`config.mk`:
```
export PLATFORM = sky130hd
export DESIGN_NAME = vic_core
export DESIGN_NICKNAME = d
export VERILOG_FILES = /design/src/rtl/vic_core_pkg.sv /design/src/rtl/vic_prio_enc.sv /design/src/rtl/vic_core.sv
export SDC_FILE = /design/constraint.sdc
export NUM_CORES = 1
export LEC_CHECK = 0
export BUFFER_PORTS_ARGS = -buffer_cell sky130_fd_sc_hd__buf_4
export CAP_MARGIN = 20
export CELL_PAD_IN_SITES_DETAIL_PLACEMENT = 2
export CELL_PAD_IN_SITES_GLOBAL_PLACEMENT = 2
export CORE_MARGIN = 2
export CORE_UTILIZATION = 41
export DETAILED_ROUTE_END_ITERATION = 12
export MAX_ROUTING_LAYER = met4
export PLACE_DENSITY_LB_ADDON = 0.1
export SLEW_MARGIN = 20
export SYNTH_ARGS = -nofsm -noshare
export SYNTH_HDL_FRONTEND = slang
export SYNTH_SLANG_ARGS = --single-unit
```
`constraint.sdc`:
```
create_clock -name clk -period 3.05 [get_ports clk]
set_input_delay 0.1525 -clock clk [delete_from_list [all_inputs] [get_ports clk]]
set_output_delay 0.1525 -clock clk [all_outputs]
set_load 0.05 [all_outputs]
```
`src/rtl/vic_core_pkg.sv`:
```
// Shared constants and types for the vectored interrupt controller.
// Holds the register-map address of the global control word and the cfg bit positions.
package vic_core_pkg;

    localparam int         NUM_LINES   = 31;
    localparam logic [4:0] ADDR_GLOBAL = 5'd31;

    localparam int CFG_EN   = 3;
    localparam int CFG_RISE = 2;
    localparam int CFG_FALL = 1;
    localparam int CFG_POL  = 0;

    localparam int GLB_GIE  = 0;

    typedef enum logic {
        ST_IDLE,
        ST_BUSY
    } vic_state_e;

endpackage

```
`src/rtl/vic_prio_enc.sv`:
```
// Fixed-priority encoder: reports the lowest-index asserted request line.
module vic_prio_enc
    import vic_core_pkg::*;
(
    input  logic [NUM_LINES-1:0] req,
    output logic [4:0]           id,
    output logic                 valid
);

    // Scanning from the top down lets the lowest asserted index overwrite the others.
    always_comb begin
        id    = '0;
        valid = 1'b0;
        for (int k = NUM_LINES - 1; k >= 0; k--) begin
            if (req[k]) begin
                id    = 5'(k);
                valid = 1'b1;
            end
        end
    end

endmodule

```
`src/rtl/vic_core.sv`:
```
// Single-level vectored interrupt controller beside the fetch stage:
// per-line edge/level requests, lowest-index priority, PC/CC save and restore on RETI.
module vic_core
    import vic_core_pkg::*;
#(
    parameter logic [31:0] VECTOR_BASE   = 32'h0000_0010,
    parameter int unsigned VECTOR_STRIDE = 4
) (
    input  logic                 clk,
    input  logic                 rst,
    input  logic [31:0]          i_PC,
    input  logic [3:0]           i_VIC_data,
    input  logic [4:0]           i_VIC_regaddr,
    input  logic                 i_VIC_we,
    input  logic [NUM_LINES-1:0] i_ext,
    input  logic                 i_reti,
    input  logic [3:0]           i_CCodes,
    output logic [3:0]           o_CCodes,
    output logic [3:0]           o_VIC_data,
    output logic [31:0]          o_VIC_iaddr,
    output logic                 o_VIC_ctrl
);

    logic [3:0]           cfg [NUM_LINES];
    logic                 gie;
    logic [NUM_LINES-1:0] pend;
    logic [NUM_LINES-1:0] ext_q;
    logic [NUM_LINES-1:0] rise;
    logic [NUM_LINES-1:0] fall;
    logic [NUM_LINES-1:0] edge_hit;
    logic [NUM_LINES-1:0] req;
    logic [NUM_LINES-1:0] pend_clr;

    vic_state_e           state;
    logic [31:0]          saved_pc;
    logic [3:0]           saved_cc;
    logic                 restore;
    logic                 ctrl_q;
    logic [31:0]          iaddr_q;

    logic [4:0]           win_id;
    logic                 win_valid;
    logic                 do_accept;
    logic [31:0]          vector;

    assign rise = i_ext & ~ext_q;
    assign fall = ~i_ext & ext_q;

    // Edge-mode lines request from their latched pending bit; level-mode lines straight from the pin.
    always_comb begin
        edge_hit = '0;
        req      = '0;
        for (int k = 0; k < NUM_LINES; k++) begin
            edge_hit[k] = cfg[k][CFG_EN] &
                          ((cfg[k][CFG_RISE] & rise[k]) | (cfg[k][CFG_FALL] & fall[k]));
            if (cfg[k][CFG_RISE] | cfg[k][CFG_FALL])
                req[k] = cfg[k][CFG_EN] & pend[k];
            else
                req[k] = cfg[k][CFG_EN] & (i_ext[k] == cfg[k][CFG_POL]);
        end
    end

    vic_prio_enc u_prio (
        .req   (req),
        .id    (win_id),
        .valid (win_valid)
    );

    // The ctrl_q term keeps a fresh accept from landing right behind a return pulse.
    assign do_accept = gie & (state == ST_IDLE) & ~ctrl_q & win_valid;
    assign vector    = VECTOR_BASE + 32'(win_id) * 32'(VECTOR_STRIDE);

    always_comb begin
        pend_clr = '0;
        for (int k = 0; k < NUM_LINES; k++) begin
            pend_clr[k] = (i_VIC_we && i_VIC_regaddr == 5'(k)) ||
                          (do_accept && win_id == 5'(k));
        end
    end

    // Configuration registers, global enable, pending bits and the previous input sample.
    always_ff @(posedge clk or negedge rst) begin
        if (!rst) begin
            for (int k = 0; k < NUM_LINES; k++) cfg[k] <= '0;
            gie   <= 1'b0;
            pend  <= '0;
            ext_q <= '0;
        end else begin
            ext_q <= i_ext;
            pend  <= (pend | edge_hit) & ~pend_clr;
            if (i_VIC_we) begin
                if (i_VIC_regaddr == ADDR_GLOBAL)
                    gie <= i_VIC_data[GLB_GIE];
                else
                    cfg[i_VIC_regaddr] <= i_VIC_data;
            end
        end
    end

    // Service FSM: IDLE accepts the winning request, BUSY waits for RETI to restore context.
    always_ff @(posedge clk or negedge rst) begin
        if (!rst) begin
            state    <= ST_IDLE;
            saved_pc <= '0;
            saved_cc <= '0;
            restore  <= 1'b0;
            ctrl_q   <= 1'b0;
            iaddr_q  <= '0;
        end else begin
            ctrl_q  <= 1'b0;
            restore <= 1'b0;
            case (state)
                ST_IDLE: begin
                    if (do_accept) begin
                        state    <= ST_BUSY;
                        ctrl_q   <= 1'b1;
                        iaddr_q  <= vector;
                        saved_pc <= i_PC;
                        saved_cc <= i_CCodes;
                    end
                end
                ST_BUSY: begin
                    if (i_reti) begin
                        state   <= ST_IDLE;
                        ctrl_q  <= 1'b1;
                        iaddr_q <= saved_pc;
                        restore <= 1'b1;
                    end
                end
                default: state <= ST_IDLE;
            endcase
        end
    end

    always_comb begin
        o_VIC_data = '0;
        if (i_VIC_regaddr == ADDR_GLOBAL)
            o_VIC_data = {2'b00, state == ST_BUSY, gie};
        else
            o_VIC_data = cfg[i_VIC_regaddr];
    end

    assign o_CCodes    = restore ? saved_cc : i_CCodes;
    assign o_VIC_ctrl  = ctrl_q;
    assign o_VIC_iaddr = iaddr_q;

endmodule

```
-- After elaboration in Yosys (flattened, before gate mapping)
Cells that the tools add are included.
Widths: inputs -> output; s select.
- logic and storage cells: 578
- flip-flop bits (word level): 258
- output and inout port bits: 41
- input port bits: 80
- magnitude comparators: 2
- $add $sub $neg: 1
- equal/unequal tests: 94
- bitwise operators: 231
- muxes and demuxes: 110
- reductions and logical operators: 100
- operators with widths (cell ; number):
    $and 1x1->1 ; 158
    $eq 5x5->1 const B ; 31
    $mux 5 ; 31
    $bwmux 124 ; 1
    $and 31x31->31 ; 3
    $not 31->31 ; 3
    $eq 5x4->1 const B ; 16
    $mux 1 ; 66
    $mux 32 ; 2
    $pmux 32 s2 ; 1
    $logic_and 1x1->1 ; 63
    $or 1x1->1 ; 62
    $eq 5x3->1 const B ; 8
    $eq 1x1->1 ; 31
    $logic_or 1x1->1 ; 31
    $or 31x31->31 ; 1
    $bmux 4 s5 ; 1
    $demux 4 s5 ; 1
    $eq 5x2->1 const B ; 4
    $mux 4 ; 5
    $eq 5x1->1 const B ; 2
    $logic_not 5->1 ; 2
    $add 5x7->8 const A ; 1
    $reduce_and 2->1 ; 4
    6 further kinds ; 10

-- Depth between registers and ports, before layout
Gate-level depths: netlist of the first run.
- depth in word-level cells: 39
- gate-level depth with buffers: 11
- mapped depth without buffers: 11

-- By module
Synthesis of the first run repeated with hierarchy kept, for this count alone.
- cell total of the unflattened synthesis: 1069
- area, all modules: 12542.0 um^2
- modules (own cells, without submodules) (module ; instances ; area an instance (um^2) ; cells an instance):
    vic_core ; 1 ; 12187.9 ; 1004
    vic_prio_enc ; 1 ; 354.1 ; 65

-- Worst setup path before layout of the first run
Ideal clock, no wire load.
- path type: reg2reg
- start point: register cfg[88] (netlist name)
- end point: register pend[8]
- stages on the path, launching flop included: 12
- clock period less this slack: 2.627 ns
- data required time: 2.909 ns
- path buffers: 0
- arrival: 2.486 ns
- setup slack: 0.423 ns
- path through: dfrtp_1 -> xor2_1 -> o41ai_1 -> nand2b_1 -> a311oi_1 -> a211oi_1 -> nor2_1 -> inv_1 -> ha_1 -> nor3b_1 -> a221o_1 -> a31oi_1
- word-level cells in the longest chain between the ends: 17
- elaborated cells between the ends (all ways): 27
- classes of those cells: 2 x eq/ne; 19 x mux; 4 x bitwise; 2 x reduce/logical
- ends and longest elaborated chain (element ; line ; text):
    from (decl) ; vic_core.sv:24 ; logic [3:0] cfg [NUM_LINES];
    from (signal, indexed assignment) ; vic_core.sv:95 ; cfg[i_VIC_regaddr] <= i_VIC_data;
    $eq 1x1->1 (*) ; vic_core.sv:59 ; req[k] = cfg[k][CFG_EN] & (i_ext[k] == cfg[k][CFG_POL]);
    $and 1x1->1 (*) ; vic_core.sv:59 ;
    $mux 1 (*) ; vic_core.sv:56 ; if (cfg[k][CFG_RISE] | cfg[k][CFG_FALL])
    $mux 5 or $mux 1 (tied branches) (9 in series) ; vic_prio_enc.sv:15 ; if (req[k]) begin
    $eq 5x4->1 or $and 1x1->1 (tied branches) ; vic_core.sv:77, vic_core.sv:70 ;
    $logic_and 1x1->1 (*) ; vic_core.sv:77 ; (do_accept && win_id == 5'(k));
    $logic_or 1x1->1 (*) ; vic_core.sv:76 ; pend_clr[k] = (i_VIC_we && i_VIC_regaddr == 5'(k)) ||
    $not 31->31 (*) ; vic_core.sv:90 ; pend <= (pend | edge_hit) & ~pend_clr;
    $and 31x31->31 (*) ; vic_core.sv:90 ;
    to (signal assigned) ; vic_core.sv:90 ;
    to (decl) ; vic_core.sv:26 ; logic [NUM_LINES-1:0] pend;
Every way passes the cells marked *; elsewhere a longest branch is shown, timed or not.
A chain may end at the register's enable or synchronous reset.

-- Final worst setup path of the first run
- start point: register cfg[77] (netlist name)
- end point: register pend[0]
- word-level cells in the longest chain between the ends: 19
- elaborated cells between the ends (all ways): 32
- classes of those cells: 25 x mux; 4 x bitwise; 3 x reduce/logical
- ends and longest elaborated chain (element ; line):
    $or 1x1->1 (*) ; vic_core.sv:56
    $mux 1 (*) ; vic_core.sv:56
    $mux 5 or $mux 1 (tied branches) (12 in series) ; vic_prio_enc.sv:15
    $logic_not 5->1 or $and 1x1->1 (tied branches) ; vic_core.sv:77, vic_core.sv:70
    $logic_and 1x1->1 (*) ; vic_core.sv:77
    $logic_or 1x1->1 (*) ; vic_core.sv:76
    $not 31->31 (*) ; vic_core.sv:90
    $and 31x31->31 (*) ; vic_core.sv:90
Marked as above.

==> impl_metrics.csv, run 1 <==
group,metric,value,unit
status,status,"complete, but fails checks",
status,violations,"setup timing",
worst_setup_path,path_buf_inv,2,
clocking,clk_path_buf_depth,3,
synthesis,synth-simple-area-share,0.1101,
cells_and_area,fin_nets,1429,
worst_setup_path,worstPathRequired,3.52,ns
sta,max_freq,324.3,MHz
synthesis,synth.area.mux_share,0.2108,
floorplanning,die_area,32800,µm²
clocking,clock_latency,0.57,ns
min_path,holdPathStages,3,
cells_and_area,diodes,0,
global_routing,grt.total_usage,0.3080,
placed_design,dp_hpwl,31320,µm
clocking,htreeDepth,1,
sta,clock_skew,0.01573,ns
synthesis,ys_seq_area_frac,0.5020,
detailed_routing,num_vias,10670,
global_routing,grt_pass1_vias,12160,
detailed_routing,drt-initial-drc-count,670,
detailed_routing,vias_per_cell,6.060,
sta,setup_viol_count_final,1,
synthesis,synth_top_flop_cell,"dfrtp_1",
floorplanning,fp.dieH,181.1,µm
placed_design,gp_congestion,0.9232,
synthesis,synth_edf_count,0,
clocking,cts_root_buffer,"clkbuf_16",
worst_setup_path,critical_path.max_fanout,5,
placed_design,io_buffers,120,
clocking,clk_pin_slew,0.06,ns
worst_setup_path,crit_path_cell_trace,"o211a_1, a31oi_2, buf_4, nand2_1, nor3_1, a211oi_2, nor2_2, inv_1, ha_1, nor3b_1, a221o_1, a31oi_1",
synthesis,yosysWarnings,0,
cells_and_area,multi_input_area,6352,µm²
clocking,cts_tree,"yes",
cells_and_area,fin_area,16600,µm²
synthesis,synth_top_family_by_area,"multiplexers",
synthesis,synth-seq-cells,258,
sta,slew_violations,0,
detailed_routing,ant_nets,0,
power_and_ir_drop,pwr_density_cell,953.1,nW/µm²
run,drv_cap,0,
detailed_routing,wl,48730,µm
floorplanning,ioPinCount,121,
synthesis,synthArstFlopShare,1.000,
sta,hold_violations,0,
floorplanning,start_util,0.4183,
worst_setup_path,crit_type,"reg2reg",
worst_setup_path,r2r_cells,12,
detailed_routing,route.detailed.drc,0,
synthesis,ys_types,68,
global_routing,grt_max_degree,90,
synthesis,synth_cells,1088,
sta,finalCritPeriodShare,1.011,
synthesis,syn_avg_cell_area,11.82,µm²
placed_design,pre_cts_slack,-0.2535,ns
detailed_routing,dr.pass1.iters,5,
worst_setup_path,cp_top_family,"compound AO/OA/AOI/OAI gates",
placed_design,dpl_cell_area,14720,µm²
detailed_routing,wire_per_inst,27.67,µm
worst_setup_path,arrival,3.55,ns
cells_and_area,fill_cells,2920,
power_and_ir_drop,ir_drop,0.0005437,V
synthesis,syn-cell-area,12860,µm²
sta,slew_headroom,0.4232,
power_and_ir_drop,leakagePower,7.550,nW
clocking,numClockSinks,258,
synthesis,synth-adder-area-share,0.003891,
floorplanning,core_area,30750,µm²
worst_setup_path,cp-start-kind,"flop",
cells_and_area,drive_gt1_frac,0.3524,
worst_setup_path,critical_path_depth,12,
worst_setup_path,slowest_delay,0.44,ns
synthesis,synth_xor_area_frac,0.02111,
worst_setup_path,crit_slowest_cell,"dfrtp_1",
global_routing,grt_pass1_wl,75220,µm
cells_and_area,areaGrowthSynthToFinish,29.08,%
sta,period_needed,3.083,ns
sta,worst_slack,-0.03315,ns
sta,tightest_slew,0.8633,ns
synthesis,synth-compound-area-share,0.1314,
synthesis,syn_nets,1172,
worst_setup_path,crit_path_end_kind,"flop",
global_routing,antenna_found_initial,0,
min_path,hold_path.class,"in2reg",
floorplanning,fp.dieW,181.1,µm
global_routing,grt-ovfl-total,0,
floorplanning,fp-row-count,64,
cells_and_area,register_area,6459,µm²
clocking,numCtsBuffers,30,
==> per-stage QoR <==
step / setup TNS, ns / utilization / std cells / total power, mW / hold WS, ns
2_1_floorplan: 0 / - / 1088 / 8.787 / -0.1431
3_3_place_gp: -0.03654 / 0.4788 / 1638 / 11.25 / 0.2406
3_5_place_dp: -3.560 / 0.4788 / 1638 / 11.56 / 0.2437
4_1_cts: 0 / 0.5354 / 1759 / 15.43 / 0.01787
5_1_grt: -1.134 / 0.5399 / 1761 / 16.52 / 0.05639
6_report: -0.03315 / 0.5399 / 1761 / 15.82 / 0.05080
==> worst reg2reg max path, delay by kind of cell (launching register included) <==
family / cells / cell delay [ns]
DFF: 1 / 0.44
adders and majority gates: 1 / 0.23
and+or+nand+nor: 4 / 0.76
buffers and inverters: 2 / 0.31
AOI/OAI and AO/OA: 5 / 1.27
==> cells by family (layout without fill, tap and decap cells) <==
group,count (synthesis),after routing
xor gates and xnor gates,31,31
buffers and inverters,62,339
AOI/OAI and AO/OA,225,225
and+or+nand+nor,303,303
adders and majority gates,4,4
muxes,205,205
DFF,258,258
==> what timing repair did <==
action | CTS | global route
pin swaps | 1 | 10
buffers inserted | 0 | 3
hold endpoints to repair | 151 | 0
setup endpoints to repair | 32 | 36
hold buffers | 69 | 0
resized for setup | 12 | 24
==> cell type report <==
class / instances / area share
Clock inverter: 4 / 0.002864
Tap cell: 396 / 0.02985
Sequential cell: 258 / 0.3891
Inverter: 16 / 0.003618
Clock buffer: 48 / 0.05479
Timing Repair Buffer: 271 / 0.1372
Multi-Input combinational cell: 768 / 0.3827
==> synthesized netlist by cell type, drive strengths merged (7+ instances only) <==
master,number,share of area
xor2,10,0.0068
a211oi,13,0.0084
o211a,22,0.017
nor2,54,0.016
clkbuf,27,0.0079
mux4,36,0.063
o22ai,27,0.013
a221oi,8,0.0054
a31o,13,0.0089
mux2,164,0.14
inv,16,0.0047
xnor2,21,0.014
and4,7,0.0050
nor3,7,0.0027
or2,7,0.0034
a31oi,37,0.018
o211ai,11,0.0064
nand2,126,0.037
dfrtp,258,0.50
buf,19,0.0081
o21ai,21,0.0085
o41ai,7,0.0071
a21oi,28,0.011
and2,7,0.0036
nor3b,8,0.0047
nand3,63,0.025
==> flip-flops by register name, indices dropped and copies added (netlist names) <==
name	flops
cfg	124
o_VIC_iaddr	32
saved_pc	32
ext_q	31
pend	31
saved_cc	4
gie	1
o_VIC_ctrl	1
restore	1
state	1
==> cells in the final DEF, fill, tap and decap left out, types with 7 or more instances in the layout <==
| master | instances |
|---|---|
| clkbuf_16 | 31 |
| nand3_1 | 62 |
| a31o_2 | 9 |
| xnor2_1 | 21 |
| dfrtp_1 | 256 |
| a21oi_1 | 28 |
| nand2_1 | 126 |
| mux2_2 | 140 |
| o21ai_0 | 18 |
| a31oi_1 | 29 |
| o22ai_1 | 27 |
| buf_4 | 196 |
| a221oi_1 | 8 |
| nor2_1 | 52 |
| or2_2 | 7 |
| clkbuf_8 | 7 |
| o211ai_1 | 11 |
| o211a_1 | 22 |
| mux2_1 | 23 |
| a211oi_1 | 10 |
| dlygate4sd3_1 | 69 |
| mux4_2 | 36 |
| a31oi_2 | 8 |
| clkbuf_1 | 10 |
| inv_1 | 15 |
| xor2_1 | 10 |
==> where the power goes <==
part	switching, mW	internal [mW]	total, mW
Sequential	0.931	4.45	5.39
Combinational	4.10	2.76	6.86
Clock	1.47	2.10	3.57
Total	6.51	9.31	15.8
==> worst paths after layout <==
check / start / end / slack (ns)
worst min-delay path: i_reti / o_VIC_iaddr[27]$_DFFE_PN0P_ / 0.05
max in group asynchronous: rst / pend[12]$_DFF_PN0_ / 1.94
worst max-delay path: cfg[77]$_DFFE_PN0P_ / pend[0]$_DFF_PN0_ / -0.03
min in group asynchronous: rst / cfg[23]$_DFFE_PN0P_ / 0.21
worst max register to register: cfg[77]$_DFFE_PN0P_ / pend[0]$_DFF_PN0_ / -0.03
worst min register to register: saved_pc[8]$_DFFE_PN0P_ / saved_pc[8]$_DFFE_PN0P_ / 0.50
==> metal layers <==
metal,track usage,vias up,wire length [µm]
li1,-,4608,-
met1,0.3678,5632,19620
met2,0.5306,305,25010
met3,0.04999,126,2252
met4,0.1047,0,1845
met5,-,-,0
Note: power is estimated with default switching activity, not from simulation.
==> inputs of run 2 (changes only) <==
- CORE_UTILIZATION: 41 -> 37
- clock period: 3.05 -> 2.7 ns (I/O delays scaled with it)
==> impl_metrics.csv, run 2 (synthesized netlist as in run 1, its figures left out) <==
group,metric,value,unit
sta,slew_violations,0,
sta,rsz0062_at_grt,"yes",
cells_and_area,diodes,0,
placed_design,gp_congestion,0.8948,
clocking,clk_path_buf_depth,3,
worst_setup_path,crit_type,"reg2reg",
clocking,clock_latency,0.61,ns
detailed_routing,wl,60070,µm
worst_setup_path,arrival,3.53,ns
cells_and_area,drive_gt1_frac,0.4673,
detailed_routing,dr.pass1.iters,5,
cells_and_area,fin_nets,1576,
cells_and_area,largest_register_ffs,124,
worst_setup_path,rrSetupSlack,-0.34,ns
global_routing,antenna_found_initial,0,
worst_setup_path,slowest_delay,0.42,ns
clocking,numClockSinks,258,
global_routing,grt-ovfl-total,0,
detailed_routing,ant_nets,0,
floorplanning,fp-row-count,68,
clocking,htreeDepth,1,
clocking,cts_tree,"yes",
placed_design,pre_cts_slack,-0.3598,ns
detailed_routing,vias_per_cell,5.972,
worst_setup_path,path_buf_inv,3,
clocking,numCtsBuffers,31,
power_and_ir_drop,leakagePower,8.589,nW
cells_and_area,areaGrowthSynthToFinish,45.27,%
floorplanning,fp.dieH,190.4,µm
sta,hold_violations,0,
worst_setup_path,crit_path_cell_trace,"buf_6, o211ai_1, o41ai_2, buf_4, nor4_4, and2_4, a21o_1, inv_1, ha_4, nor3b_4, a221o_1, a31oi_1",
run,drv_cap,0,
sta,max_freq,329.4,MHz
clocking,cts_root_buffer,"clkbuf_16",
floorplanning,start_util,0.3742,
placed_design,io_buffers,120,
min_path,hold_path.class,"in2reg",
detailed_routing,drt-initial-drc-count,783,
sta,worst_slack,-0.3360,ns
cells_and_area,layout_common_cells,"buf_4, dfrtp_1, mux2_2",
floorplanning,die_area,36270,µm²
cells_and_area,fill_cells,3264,
worst_setup_path,crit_path_end_kind,"flop",
worst_setup_path,cp-start-kind,"flop",
status,status,"complete, but fails checks",
worst_setup_path,cp_top_family,"compound AO/OA/AOI/OAI gates",
placed_design,dp_hpwl,33450,µm
sta,slew_headroom,0.3540,
floorplanning,fp.dieW,190.4,µm
global_routing,grt_pass1_wl,81000,µm
worst_setup_path,critical_path.max_fanout,3,
clocking,clk_pin_slew,0.07,ns
floorplanning,ioPinCount,121,
detailed_routing,num_vias,11750,
global_routing,grt_max_degree,93,
sta,holdWs,0.09362,ns
power_and_ir_drop,ir_drop,0.0005866,V
cells_and_area,final_util,0.5435,
sta,tightest_slew,0.9647,ns
floorplanning,core_area,34370,µm²
detailed_routing,route.detailed.drc,0,
sta,period_needed,3.036,ns
detailed_routing,wire_per_inst,30.52,µm
worst_setup_path,worstPathRequired,3.19,ns
worst_setup_path,crit_slowest_cell,"dfrtp_1",
power_and_ir_drop,pwr_density_cell,1138,nW/µm²
sta,clock_skew,0.04744,ns
global_routing,grt.total_usage,0.3046,
global_routing,grt_pass1_vias,12770,
cells_and_area,largest_register,"cfg",
status,violations,"setup timing",
cells_and_area,final_common_cell,"buf_4",
sta,setup_viol_count_final,85,
sta,finalCritPeriodShare,1.124,
[run 2: cell count changes in the layout (fill, tap and decap cells not counted), moves of 6 or more]
cell	before	now
a221oi_2	0	6
a211oi_2	2	9
a211oi_1	10	1
a221oi_1	8	0
mux2_4	1	18
buf_4	196	308
buf_6	0	25
a31oi_4	0	12
mux2_1	23	6
clkbuf_1	10	4
a31oi_1	29	19
[run 2: where the power goes]
| group | total, mW | leakage (nW) | internal (mW) | switching (mW) |
|---|---|---|---|---|
| sequential | 6.06 | 3.19 | 5.03 | 1.03 |
| combinational | 10.8 | 4.87 | 4.66 | 6.13 |
| clock | 4.41 | 0.520 | 2.59 | 1.82 |
| total | 21.3 | 8.59 | 12.3 | 8.98 |
[run 2: worst paths after layout]
kind | cells past startpoint | end | start
setup / recovery | 12 | pend[8]$_DFF_PN0_ | cfg[90]$_DFFE_PN0P_
hold / removal | 3 | cfg[71]$_DFFE_PN0P_ | i_VIC_data[3]
setup reg to reg | 12 | pend[8]$_DFF_PN0_ | cfg[90]$_DFFE_PN0P_
hold reg to reg | 2 | o_VIC_iaddr[15]$_DFFE_PN0P_ | o_VIC_iaddr[15]$_DFFE_PN0P_
max in group asynchronous | 3 | cfg[74]$_DFFE_PN0P_ | rst
min in group asynchronous | 2 | ext_q[27]$_DFF_PN0_ | rst
[run 2: layer usage]
layer,GRT usage,part of all wire
met1,0.3757,0.39
met2,0.5190,0.50
met3,0.04214,0.052
met4,0.09481,0.049
met5,-,0
[run 2: repair_timing]
item | 4_1_cts | 5_1_grt
buffers inserted | 19 | 23
hold buffers | 70 | 0
pin swaps | 22 | 37
gates cloned | 2 | 2
gates resized for setup | 90 | 89
setup endpoints to repair | 83 | 88
endpoints found under the hold margin | 162 | 0
[run 2: layout make-up]
class | count | area (µm²) | share of cell area
clock inverter | 8 | 111.4 | 0.005960
timing repair buffer | 416 | 3545 | 0.1897
clock buffer | 46 | 942.2 | 0.05043
multi-input combinational | 769 | 6997 | 0.3745
inverter | 16 | 62.56 | 0.003349
tap | 455 | 569.3 | 0.03047
sequential | 258 | 6456 | 0.3456
[run 2: tightest hold or removal path, delay by kind of cell]
kind	cells	cell delay, ns
buffers and inverters	1	0.28
and+or+nand+nor	1	0.14
AOI/OAI and AO/OA	1	0.08
[run 2: stage by stage]
stage	power (mW)	setup TNS (ns)	instances	area, µm²
final	21.26	-11.11	1968	18680
after floorplan	9.926	0	1088	12860
after global placement	13.47	-5.226	1808	15670
after detailed placement	13.78	-12.64	1808	15670
after CTS	19.25	-2.325	1949	18080
after global routing	21.88	-11.65	1968	18680
==> inputs of run 3 (changes only) <==
- RECOVER_POWER: default -> 25
==> impl_metrics.csv, run 3 (synthesized netlist as in run 1, its figures left out) <==
group,metric,value,unit
clocking,cts_root_buffer,"clkbuf_16",
sta,rsz0062_at_grt,"yes",
global_routing,grt_pass1_wl,81000,µm
cells_and_area,fin_nets,1576,
placed_design,dpl_cell_area,15670,µm²
power_and_ir_drop,ir_drop,0.0005874,V
global_routing,grt_max_degree,93,
cells_and_area,final_common_cell,"buf_4",
global_routing,antenna_found_initial,0,
detailed_routing,dr.pass1.iters,5,
placed_design,dp_hpwl,33450,µm
floorplanning,fp.dieH,190.4,µm
worst_setup_path,worstPathRequired,3.20,ns
sta,holdWs,0.1049,ns
power_and_ir_drop,pwr_density_cell,1146,nW/µm²
clocking,clock_latency,0.61,ns
worst_setup_path,path_buf_inv,3,
worst_setup_path,slowest_delay,0.42,ns
sta,max_freq,329.7,MHz
min_path,hold_path.class,"in2reg",
worst_setup_path,critical_path.max_fanout,3,
cells_and_area,drive_gt1_frac,0.4461,
global_routing,grt-ovfl-total,0,
power_and_ir_drop,total_power,21.26,mW
cells_and_area,largest_register,"cfg",
status,violations,"capacitance limit, slew limit, setup timing",
clocking,numClockSinks,258,
floorplanning,fp-row-count,68,
worst_setup_path,crit_path_cell_trace,"buf_6, o211ai_1, o41ai_2, buf_4, nor4_4, and2_4, a21o_1, inv_1, ha_4, nor3b_4, a221o_1, a31oi_1",
floorplanning,fp.dieW,190.4,µm
sta,slew_violations,91,
global_routing,grt_pass1_vias,12770,
sta,finalCritPeriodShare,1.124,
worst_setup_path,crit_path_end_kind,"flop",
sta,setup_viol_count_final,85,
detailed_routing,ant_nets,0,
cells_and_area,multi_input_area,6997,µm²
placed_design,pre_cts_slack,-0.3598,ns
sta,clock_skew,0.04716,ns
sta,worst_slack,-0.3335,ns
worst_setup_path,crit_type,"reg2reg",
placed_design,gp_congestion,0.8948,
worst_setup_path,cp-start-kind,"flop",
floorplanning,start_util,0.3742,
global_routing,grt.total_usage,0.3046,
worst_setup_path,arrival,3.53,ns
detailed_routing,wire_per_inst,30.50,µm
sta,slew_headroom,-0.05192,
floorplanning,core_area,34370,µm²
cells_and_area,finalNonFillerCells,1968,
detailed_routing,route.detailed.drc,0,
detailed_routing,num_vias,11740,
power_and_ir_drop,leakagePower,8.470,nW
sta,tightest_slew,1.578,ns
clocking,clk_pin_slew,0.07,ns
floorplanning,ioPinCount,121,
cells_and_area,areaGrowthSynthToFinish,44.27,%
cells_and_area,diodes,0,
cells_and_area,register_area,6456,µm²
cells_and_area,largest_register_ffs,124,
clocking,numCtsBuffers,31,
run,drv_cap,1,
cells_and_area,final_util,0.5398,
worst_setup_path,cp_top_family,"compound AO/OA/AOI/OAI gates",
cells_and_area,fin_area,18560,µm²
sta,period_needed,3.034,ns
detailed_routing,drt-initial-drc-count,762,
clocking,clk_path_buf_depth,3,
placed_design,dp_cells,1808,
cells_and_area,layout_common_cells,"buf_4, dfrtp_1, mux2_2",
cells_and_area,fill_cells,3286,
sta,hold_violations,0,
clocking,cts_tree,"yes",
floorplanning,die_area,36270,µm²
placed_design,io_buffers,120,
detailed_routing,vias_per_cell,5.964,
clocking,htreeDepth,1,
sta,tns,-10.95,ns
status,status,"complete, but fails checks",
worst_setup_path,crit_slowest_cell,"dfrtp_1",
detailed_routing,wl,60030,µm
## run 3: tightest hold or removal path, cell delays in order
cell	delay (ns)
buf_4	0.28
nand2_1	0.14
o21ai_0	0.08
## run 3: what timing repair did
action | 4_1_cts | 5_1_grt
pin swaps | 22 | 37
setup buffers | 19 | 23
gates resized for setup | 90 | 89
setup endpoints to repair | 83 | 88
endpoints found under the hold margin | 162 | 0
hold buffers | 70 | 0
gates cloned | 2 | 2
## run 3: path summary, 6_finish.rpt
| kind | startpoint | endpoint | slack (ns) | cells past startpoint |
|---|---|---|---|---|
| max reg2reg | cfg[90]$_DFFE_PN0P_ | pend[8]$_DFF_PN0_ | -0.33 | 12 |
| min in group asynchronous | rst | ext_q[27]$_DFF_PN0_ | 0.46 | 2 |
| min | i_VIC_data[3] | cfg[71]$_DFFE_PN0P_ | 0.10 | 3 |
| min reg2reg | o_VIC_iaddr[15]$_DFFE_PN0P_ | o_VIC_iaddr[15]$_DFFE_PN0P_ | 0.49 | 2 |
| max in group asynchronous | rst | cfg[23]$_DFFE_PN0P_ | 0.96 | 3 |
| max | cfg[90]$_DFFE_PN0P_ | pend[8]$_DFF_PN0_ | -0.33 | 12 |
## run 3: per-layer routing
layer  wire length [µm]  share of wire  global-route usage
met5                  0              0                   -
met3               3078          0.051             0.04214
met1              23720           0.40              0.3757
met4               2968          0.049             0.09481
met2              30260           0.50              0.5190
## run 3: layout make-up
class	count	share of cell area
Multi-Input combinational cell	769	0.3771
Tap cell	455	0.03068
Clock inverter	8	0.006001
Clock buffer	46	0.05078
Timing Repair Buffer	416	0.1842
Sequential cell	258	0.3479
Inverter	16	0.003372
## run 3: report_power, final
part           internal [mW]  switching, mW  leakage [nW]
clock network           2.59           1.82         0.520
logic                   4.64           6.15          4.76
registers               5.03           1.03          3.19
